<file path="config.mk">
export PLATFORM = sky130hd
export DESIGN_NAME = ghosts_path_engine
export DESIGN_NICKNAME = d
export VERILOG_FILES = /design/src/rtl/ghosts_path_engine.sv
export SDC_FILE = /design/constraint.sdc
export NUM_CORES = 1
export LEC_CHECK = 0
export CORE_ASPECT_RATIO = 0.6
export CORE_MARGIN = 5
export CORE_UTILIZATION = 30
export DETAILED_ROUTE_END_ITERATION = 10
export PLACE_DENSITY = 0.49
export SYNTH_ARGS = -nofsm -noshare
export SYNTH_HDL_FRONTEND = slang
export SYNTH_SLANG_ARGS = --single-unit
</file>
<file path="constraint.sdc">
create_clock -name CLOCK_50 -period 4.7 [get_ports CLOCK_50]
set_clock_uncertainty 0.05 [all_clocks]
set_input_delay 0.705 -clock CLOCK_50 [delete_from_list [all_inputs] [get_ports CLOCK_50]]
set_output_delay 0.705 -clock CLOCK_50 [all_outputs]
set_load 0.005 [all_outputs]
</file>
<file path="src/rtl/ghosts_path_engine.sv">
// ghosts_path_engine: steps NUM_GHOSTS ghosts toward pacman by picking the cheapest in-range neighbour in the proximity map.
// Optional feature macro GHOST_NO_REVERSE_EN: a ghost may not step back onto its previous cell except to escape a dead end.
module ghosts_path_engine #(
    parameter int NUM_GHOSTS = 4,
    parameter int X_W        = 6,
    parameter int Y_W        = 5,
    parameter int VAL_W      = 8,
    parameter int WALL_VAL   = 255,
    parameter int DELAY      = 30000000,
    parameter int HOME_X     = 16,
    parameter int HOME_DX    = 7,
    parameter int HOME_Y     = 13
) (
    input  logic                        CLOCK_50,
    input  logic                        reset_n,
    input  logic                        enable,
    input  logic                        map_ready,
    input  logic                        wrdone,
    input  logic [X_W-1:0]              pacman_x,
    input  logic [Y_W-1:0]              pacman_y,
    output logic [X_W-1:0]              rdaddr_x,
    output logic [Y_W-1:0]              rdaddr_y,
    input  logic [VAL_W-1:0]            rd_data,
    output logic [NUM_GHOSTS*X_W-1:0]   curr_x,
    output logic [NUM_GHOSTS*Y_W-1:0]   curr_y,
    output logic [NUM_GHOSTS*X_W-1:0]   prev_x,
    output logic [NUM_GHOSTS*Y_W-1:0]   prev_y,
    output logic [NUM_GHOSTS*X_W-1:0]   next_x,
    output logic [NUM_GHOSTS*Y_W-1:0]   next_y,
    output logic                        scan_done,
    output logic                        busy,
    output logic                        hit
);
    localparam int G_W   = (NUM_GHOSTS > 1) ? $clog2(NUM_GHOSTS) : 1;
    localparam int CNT_W = $clog2(DELAY + 1);
    localparam logic [VAL_W-1:0] WALL_V   = VAL_W'(WALL_VAL);
    localparam logic [G_W-1:0]   LAST_G   = G_W'(NUM_GHOSTS - 1);
    localparam logic [CNT_W-1:0] CNT_LAST = CNT_W'(DELAY - 1);

    typedef enum logic [2:0] {IDLE, ISSUE, CAPTURE, COMMIT, WAIT} state_t;

    state_t state_q, state_d;
    logic [G_W-1:0] g_q, g_d;
    logic [1:0] d_q, d_d;
    logic [X_W-1:0] addr_x_q, addr_x_d, cand_x;
    logic [Y_W-1:0] addr_y_q, addr_y_d, cand_y;
    logic cand_ok, cand_rev, cand_ok_q, cand_ok_d, cand_rev_q, cand_rev_d, take;
    logic [NUM_GHOSTS-1:0][X_W-1:0] curr_x_q, curr_x_d, prev_x_q, prev_x_d;
    logic [NUM_GHOSTS-1:0][X_W-1:0] next_x_q, next_x_d, min_x_q, min_x_d;
    logic [NUM_GHOSTS-1:0][Y_W-1:0] curr_y_q, curr_y_d, prev_y_q, prev_y_d;
    logic [NUM_GHOSTS-1:0][Y_W-1:0] next_y_q, next_y_d, min_y_q, min_y_d;
    logic [NUM_GHOSTS-1:0][VAL_W-1:0] min_val_q, min_val_d;
    logic [CNT_W-1:0] cnt_q, cnt_d;
    logic hit_q, hit_d;
`ifdef GHOST_NO_REVERSE_EN
    logic [VAL_W-1:0] rev_val_q, rev_val_d;
    logic rev_seen_q, rev_seen_d, other_ok_q, other_ok_d;
`endif

    always_ff @(posedge CLOCK_50 or negedge reset_n) begin
        if (!reset_n) state_q <= IDLE;
        else          state_q <= state_d;
    end

    always_comb begin
        state_d = state_q;
        case (state_q)
            IDLE:    if (enable && map_ready) state_d = ISSUE;
            ISSUE:   state_d = CAPTURE;
            CAPTURE: state_d = (d_q == 2'd3 && g_q == LAST_G) ? COMMIT : ISSUE;
            COMMIT:  state_d = WAIT;
            WAIT:    if (cnt_q == CNT_LAST) state_d = IDLE;
            default: state_d = IDLE;
        endcase
    end

    always_comb begin
        busy      = (state_q == ISSUE) || (state_q == CAPTURE);
        scan_done = (state_q == COMMIT);
        rdaddr_x  = (state_q == ISSUE) ? cand_x : addr_x_q;
        rdaddr_y  = (state_q == ISSUE) ? cand_y : addr_y_q;
    end

    // Neighbour address wraps naturally; cand_ok flags the grid-edge cases that must be skipped.
    always_comb begin
        cand_x  = curr_x_q[g_q];
        cand_y  = curr_y_q[g_q];
        cand_ok = 1'b1;
        case (d_q)
            2'd0: begin cand_y = curr_y_q[g_q] - Y_W'(1); cand_ok = (curr_y_q[g_q] != '0); end
            2'd1: begin cand_y = curr_y_q[g_q] + Y_W'(1); cand_ok = (curr_y_q[g_q] != '1); end
            2'd2: begin cand_x = curr_x_q[g_q] - X_W'(1); cand_ok = (curr_x_q[g_q] != '0); end
            default: begin cand_x = curr_x_q[g_q] + X_W'(1); cand_ok = (curr_x_q[g_q] != '1); end
        endcase
`ifdef GHOST_NO_REVERSE_EN
        cand_rev = (cand_x == prev_x_q[g_q]) && (cand_y == prev_y_q[g_q]);
`else
        cand_rev = 1'b0;
`endif
    end

    always_comb begin
        g_d        = g_q;
        d_d        = d_q;
        addr_x_d   = addr_x_q;
        addr_y_d   = addr_y_q;
        cand_ok_d  = cand_ok_q;
        cand_rev_d = cand_rev_q;
        min_x_d    = min_x_q;
        min_y_d    = min_y_q;
        min_val_d  = min_val_q;
        curr_x_d   = curr_x_q;
        curr_y_d   = curr_y_q;
        prev_x_d   = prev_x_q;
        prev_y_d   = prev_y_q;
        next_x_d   = next_x_q;
        next_y_d   = next_y_q;
        cnt_d      = '0;
        take       = 1'b0;
`ifdef GHOST_NO_REVERSE_EN
        rev_val_d  = rev_val_q;
        rev_seen_d = rev_seen_q;
        other_ok_d = other_ok_q;
`endif
        case (state_q)
            IDLE: begin
                if (state_d == ISSUE) begin
                    g_d = '0;
                    d_d = '0;
                    for (int g = 0; g < NUM_GHOSTS; g++) begin
                        min_x_d[g]   = curr_x_q[g];
                        min_y_d[g]   = curr_y_q[g];
                        min_val_d[g] = WALL_V;
                    end
                end
            end
            ISSUE: begin
                addr_x_d   = cand_x;
                addr_y_d   = cand_y;
                cand_ok_d  = cand_ok;
                cand_rev_d = cand_rev;
            end
            CAPTURE: begin
                // Strict less-than keeps the earliest direction on ties.
                take = cand_ok_q && !cand_rev_q && (rd_data < min_val_q[g_q]) && (rd_data < WALL_V);
                if (take) begin
                    min_x_d[g_q]   = addr_x_q;
                    min_y_d[g_q]   = addr_y_q;
                    min_val_d[g_q] = rd_data;
                end
`ifdef GHOST_NO_REVERSE_EN
                rev_seen_d = (d_q == 2'd0) ? 1'b0 : rev_seen_q;
                other_ok_d = (d_q == 2'd0) ? 1'b0 : other_ok_q;
                if (cand_ok_q && cand_rev_q) begin
                    rev_seen_d = 1'b1;
                    rev_val_d  = rd_data;
                end else if (cand_ok_q && (rd_data < WALL_V)) begin
                    other_ok_d = 1'b1;
                end
                // Dead end: every other way is blocked, so the reverse cell is allowed after all.
                if (d_q == 2'd3 && rev_seen_d && !other_ok_d && (rev_val_d < WALL_V)) begin
                    min_x_d[g_q]   = prev_x_q[g_q];
                    min_y_d[g_q]   = prev_y_q[g_q];
                    min_val_d[g_q] = rev_val_d;
                end
`endif
                d_d = d_q + 2'd1;
                if (d_q == 2'd3) g_d = (g_q == LAST_G) ? '0 : g_q + G_W'(1);
            end
            COMMIT: begin
                next_x_d = min_x_q;
                next_y_d = min_y_q;
            end
            WAIT: cnt_d = cnt_q + CNT_W'(1);
            default: ;
        endcase
        if (wrdone) begin
            prev_x_d = curr_x_q;
            prev_y_d = curr_y_q;
            curr_x_d = next_x_q;
            curr_y_d = next_y_q;
        end
        hit_d = 1'b0;
        for (int g = 0; g < NUM_GHOSTS; g++)
            if (curr_x_q[g] == pacman_x && curr_y_q[g] == pacman_y) hit_d = 1'b1;
    end

    always_ff @(posedge CLOCK_50 or negedge reset_n) begin
        if (!reset_n) begin
            g_q        <= '0;
            d_q        <= '0;
            addr_x_q   <= X_W'(HOME_X);
            addr_y_q   <= Y_W'(HOME_Y);
            cand_ok_q  <= 1'b0;
            cand_rev_q <= 1'b0;
            cnt_q      <= '0;
            hit_q      <= 1'b0;
            for (int g = 0; g < NUM_GHOSTS; g++) begin
                curr_x_q[g]  <= X_W'(HOME_X + g * HOME_DX);
                prev_x_q[g]  <= X_W'(HOME_X + g * HOME_DX);
                next_x_q[g]  <= X_W'(HOME_X + g * HOME_DX);
                min_x_q[g]   <= X_W'(HOME_X + g * HOME_DX);
                curr_y_q[g]  <= Y_W'(HOME_Y);
                prev_y_q[g]  <= Y_W'(HOME_Y);
                next_y_q[g]  <= Y_W'(HOME_Y);
                min_y_q[g]   <= Y_W'(HOME_Y);
                min_val_q[g] <= WALL_V;
            end
`ifdef GHOST_NO_REVERSE_EN
            rev_val_q  <= WALL_V;
            rev_seen_q <= 1'b0;
            other_ok_q <= 1'b0;
`endif
        end else begin
            g_q        <= g_d;
            d_q        <= d_d;
            addr_x_q   <= addr_x_d;
            addr_y_q   <= addr_y_d;
            cand_ok_q  <= cand_ok_d;
            cand_rev_q <= cand_rev_d;
            cnt_q      <= cnt_d;
            hit_q      <= hit_d;
            curr_x_q   <= curr_x_d;
            curr_y_q   <= curr_y_d;
            prev_x_q   <= prev_x_d;
            prev_y_q   <= prev_y_d;
            next_x_q   <= next_x_d;
            next_y_q   <= next_y_d;
            min_x_q    <= min_x_d;
            min_y_q    <= min_y_d;
            min_val_q  <= min_val_d;
`ifdef GHOST_NO_REVERSE_EN
            rev_val_q  <= rev_val_d;
            rev_seen_q <= rev_seen_d;
            other_ok_q <= other_ok_d;
`endif
        end
    end

    assign curr_x = curr_x_q;
    assign curr_y = curr_y_q;
    assign prev_x = prev_x_q;
    assign prev_y = prev_y_q;
    assign next_x = next_x_q;
    assign next_y = next_y_q;
    assign hit    = hit_q;
endmodule

</file>
Yosys cells after proc, flatten, opt, wreduce, memory -nomap -nowiden --
Index checks and enable logic that the tools add are counted.
Word-level totals: bits in registers 253
Cells by class: eq/ne operators 23, mux-type cells 43, reduce and logical (&&, ||, !) cells 19, order comparisons 4, add/sub/neg operators 7
Operators with widths (count):
- 32-bit 2-to-1 mux | 2
- 32-bit one-hot mux with 2 select lines | 1
- 24-bit 2-to-1 mux | 2
- 24-bit one-hot mux with 2 select lines | 1
- 20-bit 2-to-1 mux | 2
- 20-bit one-hot mux with 2 select lines | 1
- 32-bit bitwise mux | 1
- 25-bit by 1-bit adder with 25-bit output (second input constant) | 1
- 25-bit == test (second input constant) | 1
- 25-bit 2-to-1 mux | 1
- 24-bit bitwise mux | 1
- 6-bit == test | 4
- 20-bit bitwise mux | 1
- 5-bit == test | 4
- 6-bit 2-to-1 mux | 3
- 8-bit binary-select mux with 2-bit select | 1
- 8-bit demux with 2-bit select | 1
- 8-bit 2-to-1 mux | 2
- 5-bit 2-to-1 mux | 3
- 3-bit one-hot mux with 5 select lines | 1
- 6-bit binary-select mux with 2-bit select | 1
- 6-bit demux with 2-bit select | 1
- 6-bit one-hot mux with 2 select lines | 1
- 5-bit binary-select mux with 2-bit select | 1
- 35 further kinds | 58

Longest topological paths before layout --
word-level depth 7, gate-level depth with buffers 14, gate-level depth less buffers 10

Least setup slack after synthesis --
Ideal clock, no wire load.
kind register -> output, start register g_q[0], end output port rdaddr_x[5], slack 1454 ps, cell stages (with the launch flop) 9, buffers on the path 1, data arrival time 2491 ps, cells stage by stage dfrtp_1 buf_4 mux4_2 ha_1 a21o_1 o311ai_0 a22oi_1 nor2_1 nand3_1
On the way: cells in the longest elaborated chain, start to end 5, elaborated cells on any way between the ends 6
RTL lines:
- from (decl) | RTL line 43 | logic [G_W-1:0] g_q, g_d;
- from (signal assigned) | RTL line 215 | g_q <= g_d;
- 6-bit binary-select mux with 2-bit select (*) | RTL line 86, 92, 93
- 6-bit 2-to-1 mux (not written as such) (*) | RTL line 86, 92, 93
- 6-bit by 1-bit adder with 6-bit output / 6-bit by 1-bit subtractor with 6-bit output (equally long branches) | RTL line 93, 92
- 6-bit one-hot mux with 2 select lines (*) | RTL line 89 | case (d_q)
- 6-bit 2-to-1 mux (*) | RTL line 80 | rdaddr_x = (state_q == ISSUE) ? cand_x : addr_x_q;
- to (decl) | RTL line 21 | output logic [X_W-1:0] rdaddr_x,
Every way passes the cells marked *; elsewhere a longest branch is shown, timed or not. The select of a mux whose other input is x is not followed.

Worst setup path in the final report --
start register g_q[0], end output port rdaddr_y[4]
On the way: cells in the longest elaborated chain, start to end 5, elaborated cells on any way between the ends 6
RTL lines:
- 5-bit binary-select mux with 2-bit select (*) | RTL line 87, 90, 91
- 5-bit 2-to-1 mux (not written as such) (*) | RTL line 87, 90, 91
- 5-bit by 1-bit adder with 5-bit output / 5-bit by 1-bit subtractor with 5-bit output (equally long branches) | RTL line 91, 90
- 5-bit one-hot mux with 2 select lines (*) | RTL line 89
- 5-bit 2-to-1 mux (*)
- to (decl) | RTL line 22 | output logic [Y_W-1:0] rdaddr_y,
Marks and branches as above.

==> impl_metrics.env <==
export IMPL_outcome="complete, no violations"
export IMPL_grt_pass1_vias=9193
export IMPL_cpMostUsedCell="o21ai_0"
export IMPL_port_buffers=169
export IMPL_ys_seq_area_frac=0.543
export IMPL_holdCritPathClass="input port to asynchronous set/reset pin"
export IMPL_synthArstFlopShare=1.00
export IMPL_dieHeight_um=165
export IMPL_post_drt_wl_per_cell_um=21.0
export IMPL_cts_root_buf="clkbuf_16"
export IMPL_r2r_cells=12
export IMPL_fill_cells=3843
export IMPL_r2r_slack_ns=1.17
export IMPL_end_kind="output pin"
export IMPL_reg2reg_to="min_x_q[13]"
export IMPL_period_minus_slack_ns=4.49
export IMPL_syn_nets=1108
export IMPL_ys_flop_type="dfstp_2"
export IMPL_ir_drop_uv=308
export IMPL_finalSetupTns_ns=0
export IMPL_syn_avg_cell_area_um2=11.3
export IMPL_grt_pass1_wl_um=57800
export IMPL_path_max_fanout=8
export IMPL_coreArea_um2=39200
export IMPL_syn_area_um2=12000
export IMPL_fin_crit_sh=0.956
export IMPL_cap_violations=0
export IMPL_final_layout_size_suffix_gt1_frac=0.263
export IMPL_cts_buffers=27
export IMPL_synth_edf_count=0
export IMPL_syn_instance_count=1058
export IMPL_nNetsFinal=1281
export IMPL_cts_tree="yes"
export IMPL_vias=8912
export IMPL_antenna_found_initial=3
export IMPL_crit_buf_inv=2
export IMPL_reg2reg_from="g_q[0]"
export IMPL_finalHoldViolations=0
export IMPL_dieWidth_um=268
export IMPL_grt_overflow=0
export IMPL_setup_viol=0
export IMPL_p_per_area_nw_per_um2=646
export IMPL_max_freq_mhz=223
export IMPL_grt_total_usage=0.168
export IMPL_clock_sinks=253
export IMPL_whs_ns=0.241
export IMPL_path_clk_slew_ns=0.07
export IMPL_crit_arrival_ns=3.74
export IMPL_clk_insertion_delay_late_ns=0.56
export IMPL_drc=0
export IMPL_post_cts_buffers=0
export IMPL_cts_htree_levels=1
export IMPL_yosysUniqueCellTypes=51
export IMPL_ctsHoldBuffers=0
export IMPL_postRouteAntennaNets=0
export IMPL_synth_top_area_frac=0.290
export IMPL_p_leak_nw=6.37
export IMPL_total_power_mw=9.85
export IMPL_yosysWarnings=0
export IMPL_gp_congestion=0.848
export IMPL_design_portCount=170
export IMPL_timing_slew_headroom=0.243
export IMPL_criticalPathCategory="flip-flop to output pin"
export IMPL_post_dp_hpwl_um=25800
export IMPL_ys_ff_latch=253
export IMPL_avgViaCountPerCell=5.02
export IMPL_layout_commonest_cell="nand2_1"
export IMPL_critPathMaxStageDelay_ns=0.61
export IMPL_cpLargestDelayFamily="buffers and inverters"
export IMPL_grt_max_degree=136
export IMPL_path_cells="buf_4, mux4_2, fa_1, a21o_1, a21oi_1, nand3_1, o21ai_0, xnor2_1, o21ai_0, clkdlybuf4s50_1"
export IMPL_yosys_top_cells_area="dfstp_2 29%, dfrtp_1 25%, mux2_2 8.3%"
export IMPL_critPathSlowestCell="mux4_2"
export IMPL_area_growth_pct=27.3
export IMPL_drt_wl_total_um=37300
export IMPL_drtIter0Drc=618
export IMPL_most_common_layout_cells="212 x nand2_1, 167 x clkdlybuf4s50_1, 132 x dfstp_2, 120 x dfrtp_1, 88 x mux2_2"
export IMPL_placementRows=56
export IMPL_rsz0062_at_grt="false"
export IMPL_tightest_slew_ns=1.14
export IMPL_synth_top_area_cell="dfstp_2"
export IMPL_start_util=0.305
export IMPL_maxSlewViolCount=0
export IMPL_drtPass1Iterations=5
export IMPL_start_kind="flip-flop"
export IMPL_dieArea_um2=44100
export IMPL_clockBufferDepth=3
export IMPL_required_ns=3.94
stage by stage:
| step | setup slack (ns) | util | cell area, µm² | instances |
|---|---|---|---|---|
| 3_3_place_gp | 0.768 | 0.365 | 14300 | 1724 |
| 5_1_grt | 0.00780 | 0.389 | 15200 | 1777 |
| 4_1_cts | 0.122 | 0.388 | 15200 | 1774 |
| 2_1_floorplan | 1.45 | - | 12000 | 1058 |
| 6_report | 0.206 | 0.389 | 15200 | 1777 |
| 3_5_place_dp | 0.725 | 0.365 | 14300 | 1724 |
final cells by class:
cell class	count	area (µm²)	share of cell area
timing repair buffer	200	1940	0.127
sequential	253	6500	0.426
tap	522	653	0.0428
multi-input combinational	727	5140	0.337
clock buffer	34	752	0.0493
inverter	22	82.6	0.00542
antenna	3	7.51	0.000492
clock inverter	16	173	0.0113
sequential cells by signal, indices dropped and copies added, names as in the netlist, 6 cells and up:
signal and flops:
min_val_q 32, cnt_q 25, curr_x 24, min_x_q 24, next_x 24, prev_x 24, curr_y 20, min_y_q 20
next_y 20, prev_y 20, addr_x_q 6
how the worst max path moves through the flow:
stage               cells after the start    from     endpoint  slack [ns]
CTS                                    12  g_q[0]  rdaddr_x[4]        0.12
detailed placement                     12  g_q[0]  rdaddr_x[4]        0.73
finish                                 10  g_q[0]  rdaddr_y[4]        0.21
global placement                       12  g_q[0]  rdaddr_x[4]        0.77
floorplan                               8  g_q[0]  rdaddr_x[5]        1.45
global route                           12  g_q[0]  rdaddr_x[4]       0.008
routing by layer:
| layer | GRT usage | routed length [µm] | vias up |
|---|---|---|---|
| li1 | - | - | 4068 |
| met3 | 0.0436 | 2450 | 41 |
| met5 | 0 | 0 | - |
| met2 | 0.242 | 16000 | 239 |
| met1 | 0.252 | 18200 | 4564 |
| met4 | 0.0380 | 659 | 0 |
report_power, final:
group          switching, mW  internal (mW)
clock                  0.930           1.30
combinational           1.48           2.02
sequential             0.818           3.30
cells in the mapped netlist (7+ instances only):
library cell / count
a21o_1: 8
a21oi_1: 15
a2bb2oi_1: 40
buf_2: 7
clkbuf_1: 38
dfrtp_1: 121
dfstp_2: 132
ha_1: 24
inv_1: 21
mux2_2: 88
mux4_2: 18
nand2_1: 212
nand3_1: 17
nand4_1: 12
nor2_1: 47
nor3_1: 13
nor4_1: 11
o21ai_0: 59
o22a_1: 32
xnor2_1: 13
xor2_1: 57
worst register-to-register path, cell delays in order, from the launching register on:
cell,delay [ns]
dfrtp_1,0.44
buf_6,0.24
mux4_2,0.53
inv_1,0.06
ha_1,0.23
a21o_1,0.18
a21o_1,0.19
o21ai_1,0.19
a22o_1,0.29
buf_4,0.31
o21a_1,0.17
buf_4,0.32
a2bb2oi_1,0.24
timing repair:
item | CTS | global route
resized for setup | 0 | 3
endpoints found under the setup margin | 0 | 1
endpoints found under the hold margin | 0 | 0
cells by family (layout without fill, tap and decap cells):
logic type | after synthesis | in the layout | synth area share
other | 0 | 3 | 0
muxes | 109 | 109 | 0.119
AOI/OAI and AO/OA | 183 | 183 | 0.108
and+or+nand+nor | 339 | 339 | 0.121
buffers and inverters | 78 | 272 | 0.0289
adders and majority gates | 26 | 26 | 0.0284
xor gates and xnor gates | 70 | 70 | 0.0512
DFF | 253 | 253 | 0.543
No activity file was read; power rests on OpenSTA's default activity.
